**config.mk**
```make
export PLATFORM = sky130hd
export DESIGN_NAME = aes_round_key_server_flat
export DESIGN_NICKNAME = d
export VERILOG_FILES = /design/src/rtl/aes_round_key_server_if.sv /design/src/rtl/aes_round_key_server.sv /design/src/flat_wrapper.sv
export SDC_FILE = /design/constraint.sdc
export NUM_CORES = 2
export LEC_CHECK = 0
export CORE_AREA = 8 8 599 601
export CTS_CLUSTER_SIZE = 14
export DETAILED_ROUTE_END_ITERATION = 6
export DIE_AREA = 0 0 607 609
export PLACE_DENSITY = 0.47
export SLEW_MARGIN = 15
export SYNTH_ARGS = -nofsm -noshare
export SYNTH_HDL_FRONTEND = slang
export SYNTH_SLANG_ARGS = --single-unit
```
**constraint.sdc**
```tcl
create_clock -name clk -period 6.7 [get_ports clk]
set_input_delay 1.005 -clock clk [delete_from_list [all_inputs] [get_ports clk]]
set_output_delay 1.005 -clock clk [all_outputs]
set_load 0.01 [all_outputs]
```
**src/rtl/aes_round_key_server_if.sv**
```systemverilog
`default_nettype none
// ============================================================================
//  Module   : aes_round_key_server_if
//  Brief    : Round-key delivery channel between key server and round datapath.
//  Revision : 1.0
// ============================================================================
interface aes_round_key_server_if #(
    parameter int KEY_W = 128
);
    logic [KEY_W-1:0] round_key;
    logic             key_valid;
    logic [3:0]       round_num;
    logic             last_key;
    logic             key_ready;

    modport master (
        output round_key,
        output key_valid,
        output round_num,
        output last_key,
        input  key_ready
    );

    modport slave (
        input  round_key,
        input  key_valid,
        input  round_num,
        input  last_key,
        output key_ready
    );
endinterface
`default_nettype wire

```
**src/rtl/aes_round_key_server.sv**
```systemverilog
`default_nettype none
// ============================================================================
//  Module   : aes_round_key_server
//  Brief    : Latches the AES-128 round-key set and serves it one key per round.
//  Revision : 1.0
// ============================================================================
module aes_round_key_server #(
    parameter int NUM_KEYS = 11,
    parameter int KEY_W    = 128
) (
    input  wire logic                      clk,
    input  wire logic                      n_rst,
    input  wire logic [NUM_KEYS*KEY_W-1:0] roundKeys,
    input  wire logic                      keys_done,
    input  wire logic                      start,
    input  wire logic                      decrypt,
    input  wire logic                      abort,
    aes_round_key_server_if.master         key_if,
    output logic                           busy,
    output logic                           seq_done,
    output logic                           start_err
);

    localparam logic [0:0] c_ST_IDLE  = 1'b0;
    localparam logic [0:0] c_ST_SERVE = 1'b1;
    localparam logic [3:0] c_LAST_IDX = 4'(NUM_KEYS - 1);

    logic [KEY_W-1:0] w_keys  [NUM_KEYS];
    logic [KEY_W-1:0] r_store [NUM_KEYS];

    logic [0:0]       r_state;
    logic             r_decrypt;
    logic [3:0]       r_index;
    logic [KEY_W-1:0] r_round_key;
    logic             r_key_valid;
    logic             r_last_key;
    logic             r_busy;
    logic             r_seq_done;
    logic             r_start_err;

    logic [3:0]       w_next_idx;
    logic [3:0]       w_final_idx;
    logic             w_xfer;

    for (genvar gi = 0; gi < NUM_KEYS; gi++) begin : g_unpack
        assign w_keys[gi] = roundKeys[gi*KEY_W +: KEY_W];
    end

    // w_next_idx is only consumed on non-last transfers, so it never leaves 0..10
    assign w_next_idx  = r_decrypt ? (r_index - 4'd1) : (r_index + 4'd1);
    assign w_final_idx = r_decrypt ? 4'd0 : c_LAST_IDX;
    assign w_xfer      = r_key_valid && key_if.key_ready;

    always_ff @(posedge clk) begin
        if (!n_rst) begin
            r_state     <= c_ST_IDLE;
            r_decrypt   <= 1'b0;
            r_index     <= 4'd0;
            r_round_key <= '0;
            r_key_valid <= 1'b0;
            r_last_key  <= 1'b0;
            r_busy      <= 1'b0;
            r_seq_done  <= 1'b0;
            r_start_err <= 1'b0;
            for (int i = 0; i < NUM_KEYS; i++) begin
                r_store[i] <= '0;
            end
        end else begin
            r_seq_done  <= 1'b0;
            r_start_err <= 1'b0;
            case (r_state)
                c_ST_IDLE: begin
                    // abort in IDLE silently swallows a coincident start
                    if (start && !abort) begin
                        if (keys_done) begin
                            r_store     <= w_keys;
                            r_decrypt   <= decrypt;
                            r_index     <= decrypt ? c_LAST_IDX : 4'd0;
                            r_round_key <= decrypt ? w_keys[NUM_KEYS-1] : w_keys[0];
                            r_key_valid <= 1'b1;
                            r_busy      <= 1'b1;
                            r_last_key  <= 1'b0;
                            r_state     <= c_ST_SERVE;
                        end else begin
                            r_start_err <= 1'b1;
                        end
                    end
                end
                c_ST_SERVE: begin
                    if (abort) begin
                        r_key_valid <= 1'b0;
                        r_busy      <= 1'b0;
                        r_last_key  <= 1'b0;
                        r_state     <= c_ST_IDLE;
                    end else if (w_xfer) begin
                        if (r_last_key) begin
                            r_key_valid <= 1'b0;
                            r_busy      <= 1'b0;
                            r_last_key  <= 1'b0;
                            r_seq_done  <= 1'b1;
                            r_state     <= c_ST_IDLE;
                        end else begin
                            r_index     <= w_next_idx;
                            r_round_key <= r_store[w_next_idx];
                            r_last_key  <= (w_next_idx == w_final_idx);
                        end
                    end
                end
                default: begin
                    r_state     <= c_ST_IDLE;
                    r_key_valid <= 1'b0;
                    r_busy      <= 1'b0;
                    r_last_key  <= 1'b0;
                end
            endcase
        end
    end

    assign key_if.round_key = r_round_key;
    assign key_if.key_valid = r_key_valid;
    assign key_if.round_num = r_index;
    assign key_if.last_key  = r_last_key;
    assign busy             = r_busy;
    assign seq_done         = r_seq_done;
    assign start_err        = r_start_err;

endmodule
`default_nettype wire

```
**src/flat_wrapper.sv**
```systemverilog
// flat-port wrapper written by rule: the top's interface ports become plain ports
module aes_round_key_server_flat 
#(
    parameter int NUM_KEYS = 11,
    parameter int KEY_W    = 128
)
  (clk, n_rst, roundKeys, keys_done, start, decrypt, abort, busy, seq_done, start_err, key_if_round_key, key_if_key_valid, key_if_round_num, key_if_last_key, key_if_key_ready);
  aes_round_key_server_if #(.KEY_W(KEY_W)) key_if_i ();
  input  wire logic clk;
  input  wire logic n_rst;
  input  wire logic [NUM_KEYS*KEY_W-1:0] roundKeys;
  input  wire logic keys_done;
  input  wire logic start;
  input  wire logic decrypt;
  input  wire logic abort;
  output logic busy;
  output logic seq_done;
  output logic start_err;
  output wire logic [$bits(key_if_i.round_key)-1:0] key_if_round_key;
  output wire logic [$bits(key_if_i.key_valid)-1:0] key_if_key_valid;
  output wire logic [$bits(key_if_i.round_num)-1:0] key_if_round_num;
  output wire logic [$bits(key_if_i.last_key)-1:0] key_if_last_key;
  input wire logic [$bits(key_if_i.key_ready)-1:0] key_if_key_ready;
  assign key_if_round_key = key_if_i.round_key;
  assign key_if_key_valid = key_if_i.key_valid;
  assign key_if_round_num = key_if_i.round_num;
  assign key_if_last_key = key_if_i.last_key;
  assign key_if_i.key_ready = key_if_key_ready;
  aes_round_key_server #(.NUM_KEYS(NUM_KEYS), .KEY_W(KEY_W)) u_core (.clk(clk), .n_rst(n_rst), .roundKeys(roundKeys), .keys_done(keys_done), .start(start), .decrypt(decrypt), .abort(abort), .key_if(key_if_i), .busy(busy), .seq_done(seq_done), .start_err(start_err));
endmodule
```
After elaboration in Yosys (flattened, before gate mapping)
Index checks and enable logic that the tools add are counted.
{"block": "classes", "n_addsub": 2, "order_cmp": 1, "eq_ne": 8, "n_mux": 39, "n_bitwise": 5, "n_reduce_logical": 9}
{"op": "$mux W128", "n": 8}
{"op": "$bmux W128 S4", "n": 1}
{"op": "$pmux W128 S2", "n": 1}
{"op": "$mux W4", "n": 8}
{"op": "$mux W1", "n": 17}
{"op": "$ne A2 B2 Y1 const B", "n": 4}
{"op": "$pmux W4 S2", "n": 1}
{"op": "$ne A3 B3 Y1 const B", "n": 2}
{"op": "$pmux W1 S2", "n": 3}
{"op": "$reduce_and A3 Y1", "n": 2}
{"op": "$ge A5 B5 Y1 const B", "n": 1}
{"op": "$not A4 Y5", "n": 1}
{"op": "$reduce_and A5 Y1", "n": 1}
{"op": "$add A4 B1 Y4 const B", "n": 1}
{"op": "$eq A4 B4 Y1", "n": 1}
{"op": "$not A1 Y1", "n": 4}
{"op": "$reduce_and A4 Y1", "n": 1}
{"op": "$reduce_or A4 Y1", "n": 1}
{"op": "$sub A4 B1 Y4 const B", "n": 1}
{"op": "$reduce_or A3 Y1", "n": 1}
{"op": "$logic_and A1 B1 Y1", "n": 2}
{"op": "$ne A2 B1 Y1 const B", "n": 1}
{"op": "$logic_not A1 Y1", "n": 1}
{"block": "totals", "regBits": 1546, "in_bits": 1415, "out_inout_bits": 137, "elab_cells": 83}

Logic depth before layout (Yosys ltp)
{"block": "depth", "word_depth": 10, "depth_mapped": 9, "depth_no_buf": 5}

Worst setup path after synthesis
No wires, ideal clock.
{"block": "synth_timing", "kind": "reg-to-reg", "startpoint": "register u_core.r_index[0] (netlist: u_core.key_if.round_num[0])", "endpoint": "register u_core.r_round_key[0] (netlist: u_core.key_if.round_key[0])", "setup_time_ns": 0.145, "arrival_time_ns": 2.349, "required_time_ns": 6.555, "path_slack_ns": 4.206, "stages_incl_launch_ff": 9, "path_buffers": 3, "synth_period_minus_slack_ns": 2.494, "cell_sequence": "dfxtp_1 fa_1 buf_2 buf_6 buf_4 mux4_2 mux2_2 o21ai_0 a41oi_1"}
{"block": "synth_between", "elab_chain_cells": 10, "word_cells_on_any_way": 11, "classes_between": "add/sub (2); mux (8); bitwise (1)"}
{"item": "start: declaration", "line": "aes_round_key_server.sv:33", "rtl": "logic [3:0] r_index;"}
{"item": "start signal: assignment", "line": "aes_round_key_server.sv:78", "rtl": "r_index <= decrypt ? c_LAST_IDX : 4'd0;"}
{"item": "start signal: assignment", "line": "aes_round_key_server.sv:103", "rtl": "r_index <= w_next_idx;"}
{"item": "$add A4 B1 Y4 / $sub A4 B1 Y4 (equally long branches)", "line": "aes_round_key_server.sv:50", "rtl": "assign w_next_idx = r_decrypt ? (r_index - 4'd1) : (r_index + 4'd1);"}
{"item": "$mux W4 *", "line": "aes_round_key_server.sv:50"}
{"item": "$not A4 Y5 (not written as such) *", "line": "aes_round_key_server.sv:104", "rtl": "r_round_key <= r_store[w_next_idx];"}
{"item": "$bmux W128 S4 *", "line": "aes_round_key_server.sv:104"}
{"item": "$mux W128 (not written as such) * (2 in a row)", "line": "aes_round_key_server.sv:104"}
{"item": "$mux W128 *", "line": "aes_round_key_server.sv:96", "rtl": "if (r_last_key) begin"}
{"item": "$mux W128 *", "line": "aes_round_key_server.sv:95", "rtl": "end else if (w_xfer) begin"}
{"item": "$mux W128 *", "line": "aes_round_key_server.sv:90", "rtl": "if (abort) begin"}
{"item": "$pmux W128 S2 *", "line": "aes_round_key_server.sv:71", "rtl": "case (r_state)"}
{"item": "end signal: assignment", "line": "aes_round_key_server.sv:79", "rtl": "r_round_key <= decrypt ? w_keys[NUM_KEYS-1] : w_keys[0];"}
{"item": "end signal: assignment", "line": "aes_round_key_server.sv:104"}
{"item": "end: declaration", "line": "aes_round_key_server.sv:34", "rtl": "logic [KEY_W-1:0] r_round_key;"}
Every way passes the cells marked *; elsewhere a longest branch is shown, timed or not. The select of a mux whose other input is x is not followed.
A chain may end at the register's enable or synchronous reset.

Worst setup path in the final report
{"block": "layout_timing", "startpoint": "register u_core.r_index[0] (netlist: u_core.key_if.round_num[0])", "endpoint": "register u_core.r_round_key[89] (netlist: u_core.key_if.round_key[89])"}
The elaborated chain is that of the path after synthesis.

==> reports/qor.txt <==
Total track usage - 19.2%
Initial antenna violation count - 124
Final Slew Violations - 0
Fin nets - 10600
Die height - 609 um
CP Launch Type - flop
Critical Path End Type - flop
Total wire length - 377000 um
I/O pins - 1552
Post-route ant nets - 0
Mapped cell area - 71600 um2
Peak VDD IR - 0.000201 V
Fin Setup TNS - 0 ns
Number of library cell types mapped by synthesis - 50
RSZ-0062 raised after global routing - false
Measured slew at the worst slew-check pin - 1.18 ns
PostCTS Resize Cnt - 0
Leak - 32.1 nW
Reg power frac - 41.9%
Layout cell share with drive strength beyond 1 - 9.95%
Yosys reg bits - 1546
Largest cells by area after synthesis - dfxtp_1 43%, nand2_1 16%, a21boi_0 15%
Largest net degree at the start of global routing - 259
Fill cell count - 37100
Max transition margin - 20.5%
DR vias - 66500
Yosys top cell area share - 43.2%
TritonCTS clock tree - built
Pwr dens - 238 nW/um2
WL/cell - 26.8 um
CTS buffer count - 188
H-tree levels - 4
Net load switching power - 6.06 mW
Area Growth Syn to Fin - 36.4%
Buffers on Ports - 1551
Yosys warning total - 0
Die W - 607 um
Comb power frac - 12.6%
Register area share after synthesis - 43.2%
FF/Latch Area - 31000 um2
Post-CTS Setup Inserts - 0
Instance count of the mapped netlist - 8115
Int Power - 17.2 mW
Vias in the first global route - 66500
Post-synthesis average cell area - 8.82 um2
Max-cap violations - 0
CP Class - reg -> reg
Max Root-Sink Buffers - 4
CTS Sinks - 1546
Routed vias/inst - 4.72
# DRC - 0
EDFF count, synth - 0
Total overflow reported by the global router - 0
Max Fclk - 231 MHz
Syn nets - 9533
Die Footprint - 370000 um2
Crit path max fanout - 39
Worst-skew pair later-pin latency - 0.86 ns
Switching share of power - 26.1%
Setup violations, final - 0
Outcome - complete, no violations
Initial Util - 20.5%
Required time worst endpoint - 7.34 ns
Initial DRC count - 5312
DR pass1 iterations - 6
First-pass GRT wire length - 521000 um
CTS Hold Bufs - 0
Asr flop ratio synth - 0%
Layout Skew - 0.0600 ns
Worst path arrival time - 4.97 ns
Area leader, netlist - dfxtp_1
Area of the multi-input gates - 37400 um2
Top FF cell, synth - dfxtp_1
Post-DP HPWL - 275000 um
Tcrit/Tclk final - 64.6%
Clock power frac - 45.5%
Hold WS - 0.458 ns
Rows - 217
Root Driver - clkbuf_16
Worst-path clk slew - 0.08 ns
HP Class - reg -> reg
Core Area - 349000 um2
Tmin final - 4.33 ns
Final hold vios - 0
GP Congestion - 0.887
## worst max-delay path, stage by stage, from the launching register on
cell and delay [ns]:
dfxtp_4 0.55, fa_4 1.61, buf_12 0.33, buf_4 0.36, mux4_2 0.62, mux2_2 0.29, o21ai_0 0.08, a41oi_1 0.13
## sequential cells by signal, indices dropped and copies added (netlist names)
name and cells:
u_core.key_if.last_key 1, u_core.start_err 1, u_core.key_if.round_key 128, u_core.seq_done 1, u_core.r_store 1408, u_core.key_if.round_num 4
u_core.r_decrypt 1, u_core.busy 1, u_core.r_state 1
## logic make-up after synthesis
| family | after synthesis | share of synthesized area [%] |
|---|---|---|
| adder cells (fa/ha/maj) | 3 | 0.0629 |
| multiplexers | 642 | 13.9 |
| XOR/XNOR | 5 | 0.0717 |
| buffers and inverters | 756 | 4.68 |
| flip-flops | 1546 | 43.2 |
| AO/OA/AOI/OAI | 1938 | 20.6 |
| AND/OR/NAND/NOR | 3225 | 17.4 |
## final timing paths
path | start | cells after the start | slack [ns] | endpoint
max | u_core.key_if.round_num[0] | 7 | 2.37 | u_core.key_if.round_key[89]
min | u_core.r_store[86] | 2 | 0.46 | u_core.r_store[86]
max reg2reg | u_core.key_if.round_num[0] | 7 | 2.37 | u_core.key_if.round_key[89]
min reg2reg | u_core.r_store[86] | 2 | 0.46 | u_core.r_store[86]
## metrics by stage
step           instance area, um2  utilization [%]  total power, mW  instances  worst slack, ns
3_3_place_gp                91100             26.1             12.9      13600             2.24
6_report                    97600             28.0             23.2      14100             2.37
3_5_place_dp                91100             26.1             12.9      13600             2.27
4_1_cts                     97300             27.9             23.5      14000             2.22
2_1_floorplan               71600                -             11.1       8115             4.21
5_1_grt                     97500             28.0             24.1      14000             2.15
## power groups by stage
stage | clock network (mW) | logic (mW) | registers [mW]
finish | 10.6 | 2.93 | 9.75
global route | 11.2 | 3.11 | 9.77
CTS | 10.8 | 2.96 | 9.74
detailed placement | 0 | 2.95 | 9.94
global placement | 0 | 2.94 | 9.93
floorplan | 0 | 1.27 | 9.85
## layout make-up
type	count	share of cell area, %
antenna	112	0.287
clock buffer	281	5.64
clock inverter	57	0.766
inverter	2	0.00769
multi-input combinational	5813	38.3
sequential	1546	31.7
tap	4599	5.89
timing repair buffer	1671	17.4
## layer usage
layer	wire length [um]	track usage, %	vias up	share of wire, %
met1	149000	22.6	33200	40
li1	-	-	30300	-
met3	21900	3.41	555	5.8
met2	190000	34.1	2300	50
met5	222	0	-	0.059
met4	15900	8.12	32	4.2
## Yosys cell counts, types with 3 or more instances
| cell type | instances |
|---|---|
| a22o_1 | 128 |
| buf_4 | 15 |
| buf_6 | 16 |
| a21boi_0 | 1411 |
| mux2_2 | 242 |
| mux2i_1 | 129 |
| mux4_2 | 256 |
| dfxtp_1 | 1546 |
| clkbuf_1 | 438 |
| o21ai_0 | 98 |
| nand3_1 | 4 |
| xnor2_1 | 3 |
| a41oi_2 | 6 |
| o311ai_1 | 4 |
| buf_2 | 250 |
| buf_1 | 33 |
| a21oi_1 | 6 |
| mux2_1 | 15 |
| a41oi_1 | 121 |
| o21ai_1 | 31 |
| o311ai_0 | 123 |
| nand2_1 | 3076 |
| nand4_1 | 129 |
## layout by cell type (no fill, tap or decap), types with 3 or more instances in the layout
master	instances
nand2_1	3076
clkdlybuf4s50_1	1548
dfxtp_1	1544
a21boi_0	1411
mux4_2	256
mux2_2	242
clkbuf_16	189
nand4_1	129
mux2i_1	129
a22o_1	128
o311ai_0	122
a41oi_1	121
diode_2	112
o21ai_0	98
buf_4	76
clkbuf_1	49
buf_12	45
clkbuf_8	43
o21ai_1	31
clkinv_2	28
mux2_1	15
bufinv_16	13
inv_6	9
a41oi_2	6
a21oi_1	5
o311ai_1	5
nand3_1	3
inv_16	3
(Power assumes the default switching activity.)
